==> src/rtl/fsm.sv <==
// Single-cycle 16-bit execute core: 16-entry register file, ALU and flag register.
// One instruction word is decoded, executed and written back on every non-reset edge.
module fsm (
  input  logic        clk,
  input  logic        rst,
  input  logic [15:0] FullOp,
  input  logic [15:0] imm,
  output logic [15:0] aluOutput,
  output logic [4:0]  Flags
);

  typedef enum logic {IDLE = 1'b0, EXEC = 1'b1} state_t;

  typedef enum logic [3:0] {
    OP_NOP, OP_AND, OP_OR, OP_XOR, OP_ADD, OP_ADDU, OP_ADDC,
    OP_SUB, OP_SUBC, OP_CMP, OP_MOV, OP_LUI, OP_SHIFT
  } alu_op_t;

  state_t      state_reg, state_next;
  alu_op_t     alu_op;
  logic [15:0] rf_q [16];
  logic [15:0] alu_reg;
  logic [4:0]  flags_reg, flags_next;
  logic [3:0]  opcode, rdest, ext, rsrc;
  logic [15:0] op_a, op_b, result;
  logic [16:0] wide;
  logic [4:0]  shift_neg;
  logic        wr_en, alu_en;

  assign opcode = FullOp[15:12];
  assign rdest  = FullOp[11:8];
  assign ext    = FullOp[7:4];
  assign rsrc   = FullOp[3:0];

  // Both operands come from the pre-edge register file, so Rdest==Rsrc is safe.
  assign op_a = rf_q[rdest];
  assign op_b = (opcode == 4'h0 || (opcode == 4'h8 && ext == 4'h4)) ? rf_q[rsrc] : imm;

  always_comb begin
    state_next = state_reg;
    case (state_reg)
      IDLE:    state_next = EXEC;
      EXEC:    state_next = EXEC;
      default: state_next = IDLE;
    endcase
  end

  always_comb begin
    alu_op = OP_NOP;
    case (opcode)
      4'h0: begin
        case (ext)
          4'h1:    alu_op = OP_AND;
          4'h2:    alu_op = OP_OR;
          4'h3:    alu_op = OP_XOR;
          4'h5:    alu_op = OP_ADD;
          4'h6:    alu_op = OP_ADDU;
          4'h7:    alu_op = OP_ADDC;
          4'h9:    alu_op = OP_SUB;
          4'hA:    alu_op = OP_SUBC;
          4'hB:    alu_op = OP_CMP;
          4'hD:    alu_op = OP_MOV;
          default: alu_op = OP_NOP;
        endcase
      end
      4'h1:    alu_op = OP_AND;
      4'h2:    alu_op = OP_OR;
      4'h3:    alu_op = OP_XOR;
      4'h5:    alu_op = OP_ADD;
      4'h6:    alu_op = OP_ADDU;
      4'h9:    alu_op = OP_SUB;
      4'hB:    alu_op = OP_CMP;
      4'hD:    alu_op = OP_MOV;
      4'hF:    alu_op = OP_LUI;
      4'h8:    alu_op = (ext == 4'h4 || ext == 4'h0) ? OP_SHIFT : OP_NOP;
      default: alu_op = OP_NOP;
    endcase
  end

  always_comb begin
    result     = '0;
    wide       = '0;
    shift_neg  = 5'd0 - op_b[4:0];
    flags_next = flags_reg;
    case (alu_op)
      OP_AND: result = op_a & op_b;
      OP_OR:  result = op_a | op_b;
      OP_XOR: result = op_a ^ op_b;
      OP_MOV: result = op_b;
      OP_LUI: result = {op_b[7:0], 8'h00};
      OP_ADD, OP_ADDU, OP_ADDC: begin
        wide   = {1'b0, op_a} + {1'b0, op_b} + {16'b0, (alu_op == OP_ADDC) & flags_reg[4]};
        result = wide[15:0];
        flags_next[4] = wide[16];
        if (alu_op != OP_ADDU)
          flags_next[2] = (op_a[15] == op_b[15]) && (result[15] != op_a[15]);
      end
      OP_SUB, OP_SUBC, OP_CMP: begin
        // Bit 16 of the 17-bit difference is the unsigned borrow.
        wide   = {1'b0, op_a} - {1'b0, op_b} - {16'b0, (alu_op == OP_SUBC) & flags_reg[4]};
        result = wide[15:0];
        if (alu_op == OP_CMP) begin
          flags_next[3] = wide[16];
          flags_next[1] = (op_a == op_b);
          flags_next[0] = ($signed(op_a) < $signed(op_b));
        end else begin
          flags_next[4] = wide[16];
          flags_next[2] = (op_a[15] != op_b[15]) && (result[15] != op_a[15]);
        end
      end
      // Negative amounts shift right by their magnitude; -16 clears the word.
      OP_SHIFT: result = op_b[4] ? (op_a >> shift_neg) : (op_a << op_b[3:0]);
      default:  result = '0;
    endcase
  end

  assign alu_en = (alu_op != OP_NOP);
  assign wr_en  = (alu_op != OP_NOP) && (alu_op != OP_CMP);

  always_ff @(posedge clk) begin
    if (rst) begin
      state_reg <= IDLE;
      alu_reg   <= '0;
      flags_reg <= '0;
    end else begin
      state_reg <= state_next;
      flags_reg <= flags_next;
      if (alu_en)
        alu_reg <= result;
    end
  end

  genvar gi;
  generate
    for (gi = 0; gi < 16; gi++) begin : g_rf
      logic [15:0] entry_reg;
      always_ff @(posedge clk) begin
        if (rst)
          entry_reg <= '0;
        else if (wr_en && rdest == 4'(gi))
          entry_reg <= result;
      end
      assign rf_q[gi] = entry_reg;
    end
  endgenerate

  assign aluOutput = alu_reg;
  assign Flags     = flags_reg;

endmodule

==> config.mk <==
export PLATFORM = sky130hd
export DESIGN_NAME = fsm
export DESIGN_NICKNAME = d
export VERILOG_FILES = /design/src/rtl/fsm.sv
export SDC_FILE = /design/constraint.sdc
export NUM_CORES = 1
export LEC_CHECK = 0
export CORE_ASPECT_RATIO = 1.25
export CORE_MARGIN = 2
export CORE_UTILIZATION = 45
export CTS_BUF_LIST = sky130_fd_sc_hd__clkbuf_4 sky130_fd_sc_hd__clkbuf_8
export DETAILED_ROUTE_END_ITERATION = 8
export GPL_TIMING_DRIVEN = 1
export PLACE_DENSITY = 0.63
export SETUP_SLACK_MARGIN = 0.2
export SLEW_MARGIN = 10
export SYNTH_ARGS = -nofsm -noshare
export SYNTH_HDL_FRONTEND = slang
export SYNTH_SLANG_ARGS = --single-unit
==> constraint.sdc <==
create_clock -name clk -period 5.7 [get_ports clk]
set_input_delay 1.14 -clock clk [delete_from_list [all_inputs] [get_ports clk]]
set_output_delay 1.14 -clock clk [all_outputs]
set_load 0.02 [all_outputs]
Word-level counts from Yosys, hierarchy flattened --
Memory sizes are Yosys's and may differ from the RTL's. Index checks and enable logic that the tools add are counted.
Word-level totals: register bits 277, memory bits (read-only) 64, bits of input ports 34, word-level logic and storage cells 133, memories 1
Memories:
- (no name shown) | words 16, bits a word 4, read ports 1, clocked after Yosys merged registers in 0, write ports 0, RTL line 52 | case (ext)
Operators by class: add/sub/neg operators 5, $lt $le $gt $ge 3, equality and inequality tests 47, shifts and indexed selects 2, multiplexer cells 16, bitwise gates (word level) 7, reductions and logical operators 32
Operator list (number):
- $bmux W16 S4 | 2
- $pmux W16 S8 | 1
- $mux W16 | 6
- $eq A4 B4 Y1 const B | 18
- $eq A4 B3 Y1 const B | 11
- $pmux W4 S11 | 1
- $eq A4 B2 Y1 const B | 6
- $logic_and A1 B1 Y1 | 20
- $add A16 B16 Y17 | 1
- $add A17 B1 Y17 | 1
- $sub A16 B16 Y17 | 1
- $sub A17 B1 Y17 | 1
- $and A16 B16 Y16 | 1
- $eq A16 B16 Y1 | 1
- $lt A16 B16 Y1 | 1
- $or A16 B16 Y16 | 1
- $shl A16 B4 Y16 | 1
- $shr A16 B5 Y16 | 1
- $xor A16 B16 Y16 | 1
- $eq A4 B1 Y1 const B | 3
- $logic_not A4 Y1 | 3
- $ge A5 B5 Y1 const B | 2
- $not A4 Y5 | 2
- $reduce_or A3 Y1 | 2
- 15 further kinds | 24

Longest topological paths before layout --
Gate-level depths: netlist (run 1).
depth after elaboration 11, depth in mapped cells 22

Worst setup path before layout (run 1) --
OpenSTA, ideal clock, no wires.
path kind in2reg, from in FullOp[3], to reg g_rf[1].entry_reg[14], library setup time 0.136 ns, data arrival time 5.845 ns, data required time 5.564 ns, slack -0.281 ns, stages on the path 21, path through buf_6 -> mux4_2 -> mux2_2 -> and3_4 -> nor3_4 -> inv_2 -> buf_4 -> buf_6 -> fa_1 -> inv_1 -> fa_1 -> nand2b_1 -> a2111oi_0 -> o31a_1 -> o32ai_1 -> o31ai_1 -> o41ai_1 -> xnor2_1 -> a2111oi_4 -> buf_4 -> a211oi_1
Between the ends: longest elaborated chain between the ends 9, elaborated cells on any way between the ends 17
Ends and longest elaborated chain:
- from (decl) | RTL line 6 | input logic [15:0] FullOp,
- $not A4 Y5 (not written as such) * | RTL line 37 | assign op_b = (opcode == 4'h0 || (opcode == 4'h8 && ext == 4'h4)) ? rf_q[rsrc] : imm;
- $bmux W16 S4 * | RTL line 37
- $mux W16 (not written as such) * (2 in a row) | RTL line 37
- $mux W16 * | RTL line 37
- branches (longest 3 deep; another with $sub A16 B16 Y17)
- $pmux W16 S8 * | RTL line 85 | case (alu_op)
- to (signal assigned) | RTL line 141 | entry_reg <= result;
- to (decl) | RTL line 136 | logic [15:0] entry_reg;
Mark *: on every way between the ends. The select of a mux whose other input is x is not followed. A chain may end at the register's enable or synchronous reset.

Final worst setup path (run 1) --
from in FullOp[3], to reg g_rf[9].entry_reg[14]
Between the ends: longest elaborated chain between the ends 9, elaborated cells on any way between the ends 17
Ends and longest elaborated chain (RTL line):
- $not A4 Y5 (not written as such) * | 37
- $bmux W16 S4 * | 37
- $mux W16 (not written as such) * (2 in a row) | 37
- $mux W16 * | 37
- branches (longest 3 deep; another with $sub A16 B16 Y17)
- $pmux W16 S8 * | 85
- to (signal assigned) | 141
- to (decl) | 136
Marked as above.

==> out/results.tsv, run 1 <==
metric	value	unit
status	finished, final reports clean	
register area share after synthesis	27.89	%
synthesized area per cell	9.473	um^2
clock skew	48.94	ps
Worst Max-Slew Pin Slew	1235	ps
Placement Cell Area	22770	um^2
Peak VDD IR	0.1854	mV
Clock Pin Slew Worst Setup and Hold Paths	60	ps
ys flop type	dfxtp_1	
first-pass GRT wire length	114900	um
Post-Synth XOR/XNOR Area	1.013	%
WL final	76460	um
starting density of the core	45.29	%
CTS root buffer	clkbuf_8	
Max Clk Rate	181.9	MHz
Hold Path Class	reg -> reg	
r2r worst-path depth	20	
max-cap viol count	0	
Syn Std Cell Area	19880	um^2
cells along the critical path	buf_8, buf_12, mux4_2, mux2_4, and3_4, nor3_4, inv_2, fa_2, inv_2, fa_2, nand2b_4, a2111oi_4, buf_4, o31a_1, o32ai_4, o31ai_2, o41ai_2, xnor2_1, a2111oi_4, buf_6, clkbuf_16, a211oi_1	
CTS Buf Count	44	
wire length per cell	26.21	um
Hold Vio Cnt, Final	0	
Tcrit/Tclk final	96.43	%
#FFs+latches synth	277	
Bufs on Longest Clock Path	3	
largest family of logic cells by synthesized area	compound AO/OA/AOI/OAI gates	
routed vias/inst	6.508	
critical path class	in -> reg	
DR iter-0 viols	1803	
Core Box Area	43900	um^2
hold_buf cts	0	
number of port buffers	54	
number of synthesized flops with an enable pin	0	
largest net degree at the start of global routing	156	
Adder-Cell Fraction of Synth Area	5.311	%
Synth Area in Compound Gates	22.09	%
worst-path fanout max	8	
Layout Nets	2425	
Critical Path Start Type	primary input	
vias in the first global route	18697	
cell count after synthesis	2099	
via count	18983	
Yosys warnings	0	
gpl congestion	1.020	
setup repair after global routing missed its margin	yes	
grt ovf	0	
initial antenna violation count	1	
Worst Hold Depth	2	
Skew-Pair Late Insertion Delay	640	ps
final worst path period need	5496	ps
DIE AREA	45890	um^2
fraction of registers with async set/reset	0	%
Netlist cell types	107	
Final Cell Area	24300	um^2
Post-Syn Nets	2215	
Layout area overhead	22.22	%
Simple-Gate Fraction of Synth Area	16.36	%
Crit-path slowest cell	mux4_2	
Post-DP HPWL	55330	um
GRT Resource Usage Total	33.25	%
Post-route DRC	0	
CTS sink count	277	
max-slew violation count	0	
Critical Path RT	6160	ps
layout cells sized above 1	28.92	%
Lkg Pwr	8.988	nW
die height	239.0	um
# rows	86	
TritonCTS clock tree	built	
max-slew headroom at the worst pin	17.67	%
Pwr Total	5.623	mW
Final setup viols	0	
PD cells	231.4	nW/um^2
hold_ws	459.8	ps
I/O Pins	55	
Arrival @ worst endpoint	5950	ps
Die W	192.0	um
Critical Path Max Stage Delay	490	ps
Final ANT Viol Nets	0	
max reg flops	256	
final core occ	55.35	%
CTS H-Tree Depth	2	
mux contribution to synthesized area	21.06	%
CP endpoint kind	flip-flop	
DR pass1 iterations	8	
-- synth_stat cells, types with 10 or more instances --
cell	n	area [um^2]
buf_6	15	168.9
clkbuf_1	91	341.6
o221ai_1	23	201.4
o22ai_1	14	87.58
dfxtp_1	277	5545
mux4_2	160	3603
o31ai_1	15	112.6
a221oi_1	10	87.58
and3_1	10	62.56
o211ai_1	17	127.6
ha_1	78	975.9
xnor2_1	14	122.6
buf_4	14	105.1
o21ai_0	40	200.2
nand2_1	103	386.6
a21oi_1	75	375.4
a21o_1	16	120.1
mux2_2	13	146.4
nand2b_1	15	93.84
nor3_2	10	100.1
buf_2	59	295.3
nor3_1	82	410.4
a211oi_2	13	162.7
nand3b_1	20	150.1
mux2i_1	32	320.3
nor2_1	288	1081
inv_1	69	259.0
nor4_1	25	156.4
a211oi_1	238	1787
nand3_1	37	185.2
-- area by class of cell --
class / instances / area (um^2)
timing repair buffer: 353 / 3333
inverter: 76 / 285.3
sequential: 277 / 5545
fill: 3883 / 19600
clock buffer: 72 / 903.4
multi-input combinational: 1557 / 13420
clock inverter: 9 / 91.34
antenna: 1 / 2.502
tap: 572 / 715.7
-- cell usage in the layout, fill, tap and decap left out, drive strengths merged, types with 16 or more instances in the layout --
master and n:
nor2 291, inv 75, nand3 39, clkdlybuf4s50 38, clkbuf 77, o21ai 57
a21oi 79, a211oi 253, mux2i 35, dfxtp 277, nand3b 21, buf 301
mux4 162, o221ai 23, o211ai 18, a21o 16, nand2 103, ha 78
nor4 33, nor3 93
-- power by group --
group	switching (mW)	total [mW]	internal, mW	leakage, nW
logic	0.954	1.65	0.699	6.22
clock network	0.857	1.91	1.06	0.527
registers	0.0521	2.06	2.01	2.24
-- through the flow --
stage          TNS (ps)  instances  setup WS, ps
5_1_grt               0       2917         44.99
2_1_floorplan         0       2099         108.7
6_report              0       2917         203.7
3_3_place_gp     -67810       2812        -629.7
3_5_place_dp     -84390       2812        -709.0
4_1_cts               0       2897         214.9
-- final timing paths --
kind                         start                    end  slack [ps]
max reg2reg  g_rf[12].entry_reg[0]  g_rf[9].entry_reg[14]         670
max                      FullOp[3]  g_rf[9].entry_reg[14]         200
min                   aluOutput[8]           aluOutput[8]         460
min reg2reg           aluOutput[8]           aluOutput[8]         460
-- layer usage --
| metal | global-route usage, % | vias to the layer above | routed length (um) |
|---|---|---|---|
| li1 | - | 8502 | - |
| met1 | 40.10 | 9332 | 28820 |
| met2 | 56.67 | 896 | 37520 |
| met3 | 5.197 | 253 | 5396 |
| met4 | 18.02 | 0 | 4724 |
| met5 | 0 | - | 0 |
-- critical path, delay by kind of cell --
| kind | cells | cell delay, ps |
|---|---|---|
| AOI/OAI and AO/OA | 7 | 1800 |
| buffers and inverters | 7 | 870 |
| muxes | 2 | 820 |
| adders and majority gates | 2 | 610 |
| and+or+nand+nor | 3 | 520 |
| xor gates and xnor gates | 1 | 190 |
-- cell families after synthesis --
group | after synthesis
AO/OA/AOI/OAI | 581
flip-flops | 277
AND/OR/NAND/NOR | 660
adder cells (fa/ha/maj) | 82
multiplexers | 211
buffers and inverters | 265
XOR/XNOR | 23
-- what timing repair did --
item | in CTS | in global routing
resized for setup | 9 | 49
buffers inserted | 3 | 15
pin swaps | 2 | 19
setup endpoints to repair | 71 | 227
cloned | 1 | 4
Note: power is estimated with default switching activity, not from simulation.
==> run 2, diff against run 1 <==
Settings changed: CTS_CLUSTER_DIAMETER set to 50.
==> run 2 against run 1 <==
  * Hold slack about the same
  * Non-clock buffer count up 1
  * Sequential power about the same
  * Register-to-register slack about the same
  * Design area about the same
  * Clock skew down 11 ps
  * First-iteration DRC count down 1.7%
  * Count of clock-buffer cells in the layout unchanged
  * Flip-flop and latch count unchanged
  * Power down 0.62%
  * Critical path type unchanged
  * Critical endpoint is now g_rf[13].entry_reg[14]
==> out/results.tsv, run 2 (synthesis gave the netlist of run 1 again) <==
metric	value	unit
slack of the critical path	217.3	ps
largest net degree at the start of global routing	156	
grt ovf	0	
Seq. cell area	5545	um^2
area of the multi-input gates	13430	um^2
clock skew	37.46	ps
Hold Path Class	reg -> reg	
layout cells sized above 1	28.91	%
Post-DP HPWL	55330	um
# rows	86	
I/O Pins	55	
DR pass1 iterations	6	
Filler cells	3883	
max-cap viol count	0	
TritonCTS clock tree	built	
Critical Path RT	6160	ps
Clock Pin Slew Worst Setup and Hold Paths	60	ps
Non-Filler Instances	2919	
initial antenna violation count	0	
CTS H-Tree Depth	2	
hold_ws	460.1	ps
Comb pwr share	29.7	%
setup repair after global routing missed its margin	no	
wire length per cell	26.22	um
max reg flops	256	
PD cells	230.1	nW/um^2
placed cells	2812	
Critical Path Start Type	primary input	
Final ANT Viol Nets	0	
max-slew headroom at the worst pin	22.84	%
gpl congestion	1.020	
Core Box Area	43900	um^2
vias in the first global route	18755	
Tcrit/Tclk final	96.19	%
final worst path period need	5483	ps
Layout area overhead	22.16	%
most common cell after layout, fill and taps aside	nor2_1	
most frequent cells in the layout	287 x nor2_1, 277 x dfxtp_1, 256 x buf_4	
status	finished, final reports clean	
DR iter-0 viols	1772	
routed vias/inst	6.515	
CTS Buf Count	44	
Final setup viols	0	
number of port buffers	54	
Setup Slack @ Placement	-709.0	ps
P_int	3.720	mW
Clk pwr share	33.5	%
Max Clk Rate	182.4	MHz
CTS sink count	277	
Pwr Total	5.588	mW
sequential power share	36.8	%
Lkg Pwr	8.980	nW
Skew-Pair Late Insertion Delay	630	ps
hold_buf cts	0	
die height	239.0	um
Die W	192.0	um
GRT Resource Usage Total	33.13	%
worst-path fanout max	8	
Worst Max-Slew Pin Slew	1157	ps
starting density of the core	45.29	%
DIE AREA	45890	um^2
max-slew violation count	0	
CTS root buffer	clkbuf_8	
WL final	76540	um
Arrival @ worst endpoint	5950	ps
Layout Nets	2426	
Post-route DRC	0	
Bufs on Longest Clock Path	3	
NetSw	1.869	mW
first-pass GRT wire length	114500	um
Hold Vio Cnt, Final	0	
critical path class	in -> reg	
via count	19017	
switching share of total power	33.44	%
Peak VDD IR	0.1837	mV
CP endpoint kind	flip-flop	
==> run 2: path summary, 6_finish.rpt <==
path                                 end  slack [ps]  depth (start not counted)                  start
hold / removal             aluOutput[11]         460                          2          aluOutput[11]
hold reg to reg            aluOutput[11]         460                          2          aluOutput[11]
setup reg to reg  g_rf[13].entry_reg[14]         670                         20  g_rf[12].entry_reg[0]
setup / recovery  g_rf[13].entry_reg[14]         220                         22              FullOp[3]
==> run 2: what timing repair did <==
item,in CTS,in global routing
pin swaps,2,19
setup buffers,3,16
endpoints found under the hold margin,0,0
endpoints found under the setup margin,71,226
cloned,1,4
resized for setup,9,49
==> run 2: layout make-up <==
cell class	count	share of cell area, %
diodes	2	0.02061
clock buffers	72	3.719
clock inverters	9	0.2730
inverters	76	1.175
multi-input cells	1557	55.28
flip-flops and latches	277	22.83
well taps	572	2.947
repair buffers	354	13.75
==> run 2: through the flow <==
step	cell area (um^2)	setup TNS, ps	utilization [%]
2_1_floorplan	19940	0	-
3_5_place_dp	22770	-84390	51.87
3_3_place_gp	22770	-67810	51.87
6_report	24290	0	55.32
4_1_cts	23850	0	54.33
5_1_grt	24280	0	55.31
==> run 2: metal layers <==
| metal | vias to the layer above | wire length, um | global-route usage (%) |
|---|---|---|---|
| met4 | 0 | 4941 | 19.01 |
| met5 | - | 0 | 0 |
| met1 | 9304 | 28710 | 39.63 |
| li1 | 8500 | - | - |
| met3 | 273 | 5557 | 5.446 |
| met2 | 940 | 37330 | 56.12 |
==> run 2: critical path, cell delays in order <==
cell and delay (ps):
buf_8 90, buf_12 130, mux4_2 490, mux2_4 320, and3_4 170, nor3_4 210, inv_2 70, fa_2 420
inv_2 70, fa_2 190, nand2b_4 140, a2111oi_4 70, buf_4 150, o31a_1 350, o32ai_4 360, o31ai_2 110
o41ai_2 430, xnor2_1 200, a2111oi_4 390, buf_6 200, clkbuf_16 160, a211oi_1 60
==> run 2: power groups by stage <==
| stage | registers, mW | clock network (mW) | logic [mW] |
|---|---|---|---|
| floorplan | 2.10 | 0 | 0.890 |
| global placement | 2.10 | 0 | 1.52 |
| detailed placement | 2.10 | 0 | 1.53 |
| CTS | 2.06 | 1.88 | 1.56 |
| global route | 2.06 | 1.96 | 1.75 |
| finish | 2.06 | 1.87 | 1.66 |
